File: config.mk
export PLATFORM = sky130hd
export DESIGN_NAME = hack_rom_loader_flat
export DESIGN_NICKNAME = d
export VERILOG_FILES = /design/src/rtl/hack_rom_loader_pkg.sv /design/src/rtl/hack_rom_loader_if.sv /design/src/rtl/hack_timeout_ctr.sv /design/src/rtl/hack_rom_loader.sv /design/src/flat_wrapper.sv
export SDC_FILE = /design/constraint.sdc
export NUM_CORES = 1
export LEC_CHECK = 0
export CAP_MARGIN = 20
export CORE_ASPECT_RATIO = 0.8
export CORE_MARGIN = 3
export CORE_UTILIZATION = 60
export DETAILED_ROUTE_END_ITERATION = 10
export GPL_ROUTABILITY_DRIVEN = 0
export MAX_ROUTING_LAYER = met4
export PLACE_DENSITY = 0.84
export SLEW_MARGIN = 40
export SYNTH_ARGS = -nofsm -noshare
export SYNTH_HDL_FRONTEND = slang
export SYNTH_HIERARCHICAL = 1
export SYNTH_SLANG_ARGS = --single-unit
File: constraint.sdc
create_clock -name clk -period 6.5 [get_ports clk]
set_clock_uncertainty 0.15 [all_clocks]
set_input_delay 1.3 -clock clk [delete_from_list [all_inputs] [get_ports clk]]
set_output_delay 1.3 -clock clk [all_outputs]
set_load 0.005 [all_outputs]
File: src/rtl/hack_rom_loader_pkg.sv
// Shared types for the Hack serial program loader.
package hack_rom_loader_pkg;

   localparam int unsigned WORD_W = 16;

   typedef enum logic [3:0] {
      ST_IDLE    = 4'd0,
      ST_LEN_HI  = 4'd1,
      ST_LEN_LO  = 4'd2,
      ST_DATA_HI = 4'd3,
      ST_DATA_LO = 4'd4,
      ST_SUM_HI  = 4'd5,
      ST_SUM_LO  = 4'd6,
      ST_RUN     = 4'd7,
      ST_ERROR   = 4'd8
   } loader_state_t;

   typedef enum logic [1:0] {
      ERR_NONE    = 2'd0,
      ERR_LEN     = 2'd1,
      ERR_TIMEOUT = 2'd2,
      ERR_SUM     = 2'd3
   } loader_err_t;

   // True while a frame is being received (CPU held, loader busy).
   function automatic logic in_load(loader_state_t s);
      return (s == ST_LEN_HI) || (s == ST_LEN_LO) || (s == ST_DATA_HI) ||
             (s == ST_DATA_LO) || (s == ST_SUM_HI) || (s == ST_SUM_LO);
   endfunction

endpackage

File: src/rtl/hack_rom_loader_if.sv
// Byte input and instruction-memory write port of the loader.
// Handshake: there is no ready. rx_valid is a one-cycle strobe and the byte on
// rx_data is consumed in that cycle; wr_en is a one-cycle write strobe and
// wr_addr/wr_data are valid only while wr_en is high.
interface hack_rom_loader_if #(
   parameter int ADDR_WIDTH = 12
);
   logic                  rx_valid;
   logic [7:0]            rx_data;
   logic                  wr_en;
   logic [ADDR_WIDTH-1:0] wr_addr;
   logic [15:0]           wr_data;

   modport master (
      input  rx_valid, rx_data,
      output wr_en, wr_addr, wr_data
   );

   modport slave (
      output rx_valid, rx_data,
      input  wr_en, wr_addr, wr_data
   );
endinterface

File: src/rtl/hack_timeout_ctr.sv
// Inter-byte watchdog: counts enabled cycles since the last clear and flags
// expiry once the count reaches TIMEOUT_CYCLES-1.
module hack_timeout_ctr #(
   parameter int unsigned TIMEOUT_CYCLES = 10_000_000
) (
   input  logic clk,
   input  logic reset,
   input  logic clear,
   input  logic enable,
   output logic expired
);
   localparam int CW = $clog2(TIMEOUT_CYCLES);
   localparam logic [CW-1:0] LAST = CW'(TIMEOUT_CYCLES - 1);
   localparam logic [CW-1:0] ONE  = CW'(1);

   logic [CW-1:0] cnt_q, cnt_d;

   assign expired = enable && (cnt_q == LAST);

   // Next count: clear wins, otherwise advance while enabled and not yet expired.
   always_comb begin
      cnt_d = cnt_q;
      if (clear) begin
         cnt_d = '0;
      end else if (enable && !expired) begin
         cnt_d = cnt_q + ONE;
      end
   end

   // Count register.
   always_ff @(posedge clk) begin
      if (reset) begin
         cnt_q <= '0;
      end else begin
         cnt_q <= cnt_d;
      end
   end
endmodule

File: src/rtl/hack_rom_loader.sv
// Serial program loader: packs UART bytes into 16-bit words, writes them to
// the Hack instruction memory, verifies the additive checksum and holds the
// CPU in reset until the image is known good.
module hack_rom_loader
   import hack_rom_loader_pkg::*;
#(
   parameter int          ADDR_WIDTH     = 12,
   parameter int unsigned TIMEOUT_CYCLES = 10_000_000
) (
   input  logic                  clk,
   input  logic                  reset,
   input  logic                  load_req,
   hack_rom_loader_if.master     bus,
   output logic                  cpu_reset,
   output logic                  busy,
   output logic                  done,
   output logic                  error,
   output logic [1:0]            err_code,
   output logic [ADDR_WIDTH:0]   word_count
);
   localparam logic [31:0]         DEPTH32 = 32'(1) << ADDR_WIDTH;
   localparam logic [ADDR_WIDTH:0] WC_ONE  = (ADDR_WIDTH+1)'(1);

   loader_state_t           state_q, state_d;
   loader_err_t             err_q, err_d;
   logic [7:0]              hi_q, hi_d;
   logic [ADDR_WIDTH:0]     len_q, len_d;
   logic [WORD_W-1:0]       acc_q, acc_d;
   logic                    wr_en_q, wr_en_d;
   logic [ADDR_WIDTH-1:0]   wr_addr_q, wr_addr_d;
   logic [WORD_W-1:0]       wr_data_q, wr_data_d;
   logic [ADDR_WIDTH:0]     word_count_q, word_count_d;
   logic                    done_q, done_d;
   logic                    error_q, error_d;
   logic                    busy_q, busy_d;
   logic                    cpu_reset_q, cpu_reset_d;

   logic [WORD_W-1:0]       rx_word;
   logic [ADDR_WIDTH:0]     wc_inc;
   logic                    to_expired;

   // The high byte of every field is latched; the low byte completes it.
   assign rx_word = {hi_q, bus.rx_data};
   assign wc_inc  = word_count_q + WC_ONE;

   hack_timeout_ctr #(
      .TIMEOUT_CYCLES (TIMEOUT_CYCLES)
   ) u_timeout (
      .clk     (clk),
      .reset   (reset),
      .clear   (load_req | bus.rx_valid),
      .enable  (in_load(state_q)),
      .expired (to_expired)
   );

   // Next-state and output decode: load_req beats timeout, timeout beats rx byte.
   always_comb begin
      state_d      = state_q;
      err_d        = err_q;
      hi_d         = hi_q;
      len_d        = len_q;
      acc_d        = acc_q;
      wr_en_d      = 1'b0;
      wr_addr_d    = wr_addr_q;
      wr_data_d    = wr_data_q;
      word_count_d = word_count_q;
      done_d       = done_q;
      error_d      = error_q;

      if (load_req) begin
         state_d      = ST_LEN_HI;
         done_d       = 1'b0;
         error_d      = 1'b0;
         err_d        = ERR_NONE;
         word_count_d = '0;
         wr_addr_d    = '0;
         acc_d        = '0;
      end else if (to_expired) begin
         state_d = ST_ERROR;
         error_d = 1'b1;
         err_d   = ERR_TIMEOUT;
      end else if (bus.rx_valid) begin
         case (state_q)
            ST_LEN_HI: begin
               hi_d    = bus.rx_data;
               state_d = ST_LEN_LO;
            end
            ST_LEN_LO: begin
               if ((rx_word == 16'd0) || ({16'd0, rx_word} > DEPTH32)) begin
                  state_d = ST_ERROR;
                  error_d = 1'b1;
                  err_d   = ERR_LEN;
               end else begin
                  len_d   = rx_word[ADDR_WIDTH:0];
                  state_d = ST_DATA_HI;
               end
            end
            ST_DATA_HI: begin
               hi_d    = bus.rx_data;
               state_d = ST_DATA_LO;
            end
            ST_DATA_LO: begin
               wr_en_d      = 1'b1;
               wr_data_d    = rx_word;
               wr_addr_d    = word_count_q[ADDR_WIDTH-1:0];
               word_count_d = wc_inc;
               acc_d        = acc_q + rx_word;
               // Compare the count rather than the address so a full
               // DEPTH-word image never wraps back to address 0.
               state_d      = (wc_inc == len_q) ? ST_SUM_HI : ST_DATA_HI;
            end
            ST_SUM_HI: begin
               hi_d    = bus.rx_data;
               state_d = ST_SUM_LO;
            end
            ST_SUM_LO: begin
               if (rx_word == acc_q) begin
                  state_d = ST_RUN;
                  done_d  = 1'b1;
               end else begin
                  state_d = ST_ERROR;
                  error_d = 1'b1;
                  err_d   = ERR_SUM;
               end
            end
            default: ;
         endcase
      end

      busy_d      = in_load(state_d);
      cpu_reset_d = busy_d || (state_d == ST_ERROR);
   end

   // Loader FSM and all registered outputs.
   always_ff @(posedge clk) begin
      if (reset) begin
         state_q      <= ST_IDLE;
         err_q        <= ERR_NONE;
         hi_q         <= '0;
         len_q        <= '0;
         acc_q        <= '0;
         wr_en_q      <= 1'b0;
         wr_addr_q    <= '0;
         wr_data_q    <= '0;
         word_count_q <= '0;
         done_q       <= 1'b0;
         error_q      <= 1'b0;
         busy_q       <= 1'b0;
         cpu_reset_q  <= 1'b0;
      end else begin
         state_q      <= state_d;
         err_q        <= err_d;
         hi_q         <= hi_d;
         len_q        <= len_d;
         acc_q        <= acc_d;
         wr_en_q      <= wr_en_d;
         wr_addr_q    <= wr_addr_d;
         wr_data_q    <= wr_data_d;
         word_count_q <= word_count_d;
         done_q       <= done_d;
         error_q      <= error_d;
         busy_q       <= busy_d;
         cpu_reset_q  <= cpu_reset_d;
      end
   end

   assign bus.wr_en   = wr_en_q;
   assign bus.wr_addr = wr_addr_q;
   assign bus.wr_data = wr_data_q;
   assign cpu_reset   = cpu_reset_q;
   assign busy        = busy_q;
   assign done        = done_q;
   assign error       = error_q;
   assign err_code    = err_q;
   assign word_count  = word_count_q;
endmodule

File: src/flat_wrapper.sv
// flat-port wrapper written by rule: the top's interface ports become plain ports
module hack_rom_loader_flat import hack_rom_loader_pkg::*;
#(
   parameter int          ADDR_WIDTH     = 12,
   parameter int unsigned TIMEOUT_CYCLES = 10_000_000
)
  (clk, reset, load_req, cpu_reset, busy, done, error, err_code, word_count, bus_rx_valid, bus_rx_data, bus_wr_en, bus_wr_addr, bus_wr_data);
  hack_rom_loader_if #(.ADDR_WIDTH(ADDR_WIDTH)) bus_i ();
  input  logic clk;
  input  logic reset;
  input  logic load_req;
  output logic cpu_reset;
  output logic busy;
  output logic done;
  output logic error;
  output logic [1:0] err_code;
  output logic [ADDR_WIDTH:0] word_count;
  input wire logic [$bits(bus_i.rx_valid)-1:0] bus_rx_valid;
  input wire logic [$bits(bus_i.rx_data)-1:0] bus_rx_data;
  output wire logic [$bits(bus_i.wr_en)-1:0] bus_wr_en;
  output wire logic [$bits(bus_i.wr_addr)-1:0] bus_wr_addr;
  output wire logic [$bits(bus_i.wr_data)-1:0] bus_wr_data;
  assign bus_i.rx_valid = bus_rx_valid;
  assign bus_i.rx_data = bus_rx_data;
  assign bus_wr_en = bus_i.wr_en;
  assign bus_wr_addr = bus_i.wr_addr;
  assign bus_wr_data = bus_i.wr_data;
  hack_rom_loader #(.ADDR_WIDTH(ADDR_WIDTH), .TIMEOUT_CYCLES(TIMEOUT_CYCLES)) u_core (.clk(clk), .reset(reset), .load_req(load_req), .bus(bus_i), .cpu_reset(cpu_reset), .busy(busy), .done(done), .error(error), .err_code(err_code), .word_count(word_count));
endmodule
==> summary.md <==
| Metric | Value |
|---|---|
| Crit-path max cell delay | 0.50 ns |
| WL per Instance | approximately 18 µm |
| Count of different cell masters after synthesis | 67 |
| Core area | 9193 µm² |
| Most common cell after layout, fill and taps aside | dfxtp_1 |
| Worst Setup End Kind | flip-flop |
| Synth Area per Inst | 8.334 µm² |
| Post_cts resized | 0 |
| GR Overflow Total | 0 |
| DRT Pass-1 Iters | 5 |
| Die W | between 100 and 150 µm |
| Postcts setup bufs | 0 |
| Most frequent cells in the layout | dfxtp_1 (113), nand2_1 (97), nor2_1 (72), a21oi_1 (64), clkdlybuf4s50_1 (59) |
| Routed WL | around 16000 µm |
| Fin crit share | 0.6732 |
| Sink Count | around 110 |
| Hold slack | about 0.31 ns |
| TritonCTS Buffers | 17 |
| Net Count, Synth | 723 |
| CTS tree | done |
| Count of flip-flops with a built-in enable after synthesis | 0 |
| Status | completed |
| Final Hold Viols | 0 |
| Share of cells above drive strength 1 | 0.07200 |
| PwrDens | 248.3 nW/µm² |
| # hold bufs at CTS | 0 |
| Post-Synthesis Cells | about 690 |
| Vias | about 5400 |
| Slew margin rel. | 0.4490 |
| Number of port buffers | 59 |
| Static leakage | 2.588 nW |
| Initial Util | 0.6283 |
| DRT iter0 DRCs | approximately 610 |
| Ports | 60 |
| First-pass GRT wire length | 25720 µm |
| RSZ-0062 raised after global routing | no |
| Kind of critical path | input port to flip-flop |
| Tightest Pin Transition | ~0.83 ns |
| Clock Latency Late Sink | 0.41 ns |
| CP Max Fanout | 6 |
| Synth Register Bits | ~110 |
| Worst-path clk slew | ~0.05 ns |
| CP arrival | around 4.5 ns |
| HP Class | flip-flop to flip-flop |
| Rows | 31 |
| Die ar. | roughly 11000 µm² |
| Max Freq | approximately 230 MHz |
| Yosys warnings | 6 |
| Post-DP HPWL | ~11000 µm |
| Drt drc | 0 |
| Largest net degree at the start of global routing | between 40 and 50 |
| Max cap viols | 0 |
| Register area share after synthesis | 0.3917 |
| Diodes inserted | 0 |
| Post-synth ARST share | 0 |
| Overall routing resource usage | 0.3092 |
| Slew Limit Fails | 0 |
| Antenna violations before repair | 0 |
| NumNets Final | slightly below 800 |
| Antenna viol nets, final | 0 |
| Vias in the first global route | just over 5000 |
| Largest area contributor in the netlist | dfxtp_1 |
| Vert. Die Dim | between 90 and 100 µm |
| Dominant synthesized flop cell | dfxtp_1 |
| Mapped Area | 5776 µm² |
| Final setup violation count | 0 |
| CP Launch Type | input port |
| Slowest CP cell | clkdlybuf4s50_1 |
| Worst slack, placed | 1.843 ns |
| Htree depth | 4 |
| Cell Chain, Critical Path | clkdlybuf4s50_1 -> ha_1 -> nor4_1 -> nand4_1 -> a211o_1 -> a2111oi_4 -> a311oi_4 -> and4_2 -> a2111oi_2 |
| Clock root buffer | clkbuf_16 |
| Peak VDD IR | ~0.00041 V |
| Via-to-Cell Ratio | around 6.3 |
| Non-filler cells, final | 865 |
| Yosys top cell area share | 0.3917 |
| Setup TNS | 0 ns |
| PnR worst setup slack | approximately 2.1 ns |
| Inst Count DP | ~840 |
| Critical Path RT | 6.63 ns |
| Layout area overhead | 21.53% |
| Area contributors post-synth | dfxtp_1 (39%), nand2_1 (6.3%), a21oi_1 (5.5%) |
| Min Tclk post-route | roughly 4.4 ns |
| Worst-case clock buffer depth | 2 |
## critical path, delay by kind of cell
family	cells	cell delay, ns
AOI/OAI and AO/OA	4	1.31
buffers and inverters	1	0.50
and+or+nand+nor	3	1.00
adders and majority gates	1	0.40
## report_power, final
part	total [mW]	internal [mW]	leakage (nW)	switching (mW)
registers	0.703	0.697	0.911	0.00574
logic	0.0676	0.0239	1.38	0.0436
clock network	0.972	0.656	0.302	0.316
## cell type report
type / instances / area (µm²)
inverters: 19 / 71.32
flip-flops and latches: 113 / 2262
repair buffers: 63 / 620.6
well taps: 115 / 143.9
multi-input cells: 525 / 3304
clock inverters: 10 / 160.2
fillers: 670 / 2173
clock buffers: 20 / 456.7
## Yosys cell counts, drive strengths merged, types with 2 or more instances
library cell,number
nor4bb,2
a211o,2
nor2b,4
a31oi,4
nor4b,4
a21o,6
ha,17
xnor2,17
nand4,18
nand2,97
clkbuf,26
o211ai,5
a21oi,65
a311oi,2
nand2b,2
buf,10
nor3,16
and2,8
nor4,12
or4,4
a2111oi,4
o221ai,2
inv,19
nor2,73
and3,9
o21ai,23
nand3,23
nand3b,3
dfxtp,113
and4,8
mux2i,22
nor3b,6
xor2,34
or3,7
a211oi,5
o31ai,3
or2,2
## per-layer routing
layer  vias up  track usage  wire length [µm]
li1       2544            -                 -
met2       286       0.4697              7155
met3        36      0.07405              1389
met1      2542       0.4063              7037
met4         0       0.1053               297
met5         -            -                 0
## final timing paths
check | startpoint | endpoint | slack [ns] | depth (start not counted)
worst max register to register | u_core/u_timeout/cnt_q[0] | u_core/cpu_reset | 2.54 | 11
worst min-delay path | u_core/bus.wr_data[13] | u_core/bus.wr_data[13] | 0.31 | 2
worst min register to register | u_core/bus.wr_data[13] | u_core/bus.wr_data[13] | 0.31 | 2
worst max-delay path | bus_rx_data[3] | u_core/cpu_reset | 2.12 | 9
## cells by family after synthesis
family | after synthesis | share of synthesized area
and+or+nand+nor | 301 | 0.2604
adders and majority gates | 18 | 0.04029
AOI/OAI and AO/OA | 133 | 0.1530
xor gates and xnor gates | 51 | 0.07734
DFF | 113 | 0.3917
buffers and inverters | 55 | 0.03921
muxes | 22 | 0.03813
## per-stage QoR
| step | cell area (µm²) | utilization | power (mW) |
|---|---|---|---|
| after floorplan | 5776 | - | 0.7573 |
| after global placement | 6395 | 0.6957 | 0.7789 |
| after detailed placement | 6402 | 0.6965 | 0.7815 |
| after CTS | 7019 | 0.7636 | 1.747 |
| after global routing | 7019 | 0.7636 | 1.788 |
| final | 7019 | 0.7636 | 1.743 |
## sequential cells by signal (all words and copies together) (netlist names), 2 cells and up
name / count
u_core/u_timeout/cnt_q: 24
u_core/acc_q: 16
u_core/bus.wr_data: 16
u_core/len_q: 13
u_core/word_count: 13
u_core/bus.wr_addr: 12
u_core/hi_q: 8
u_core/state_q: 4
u_core/err_code: 2
Note: power is estimated with default switching activity, not from simulation.
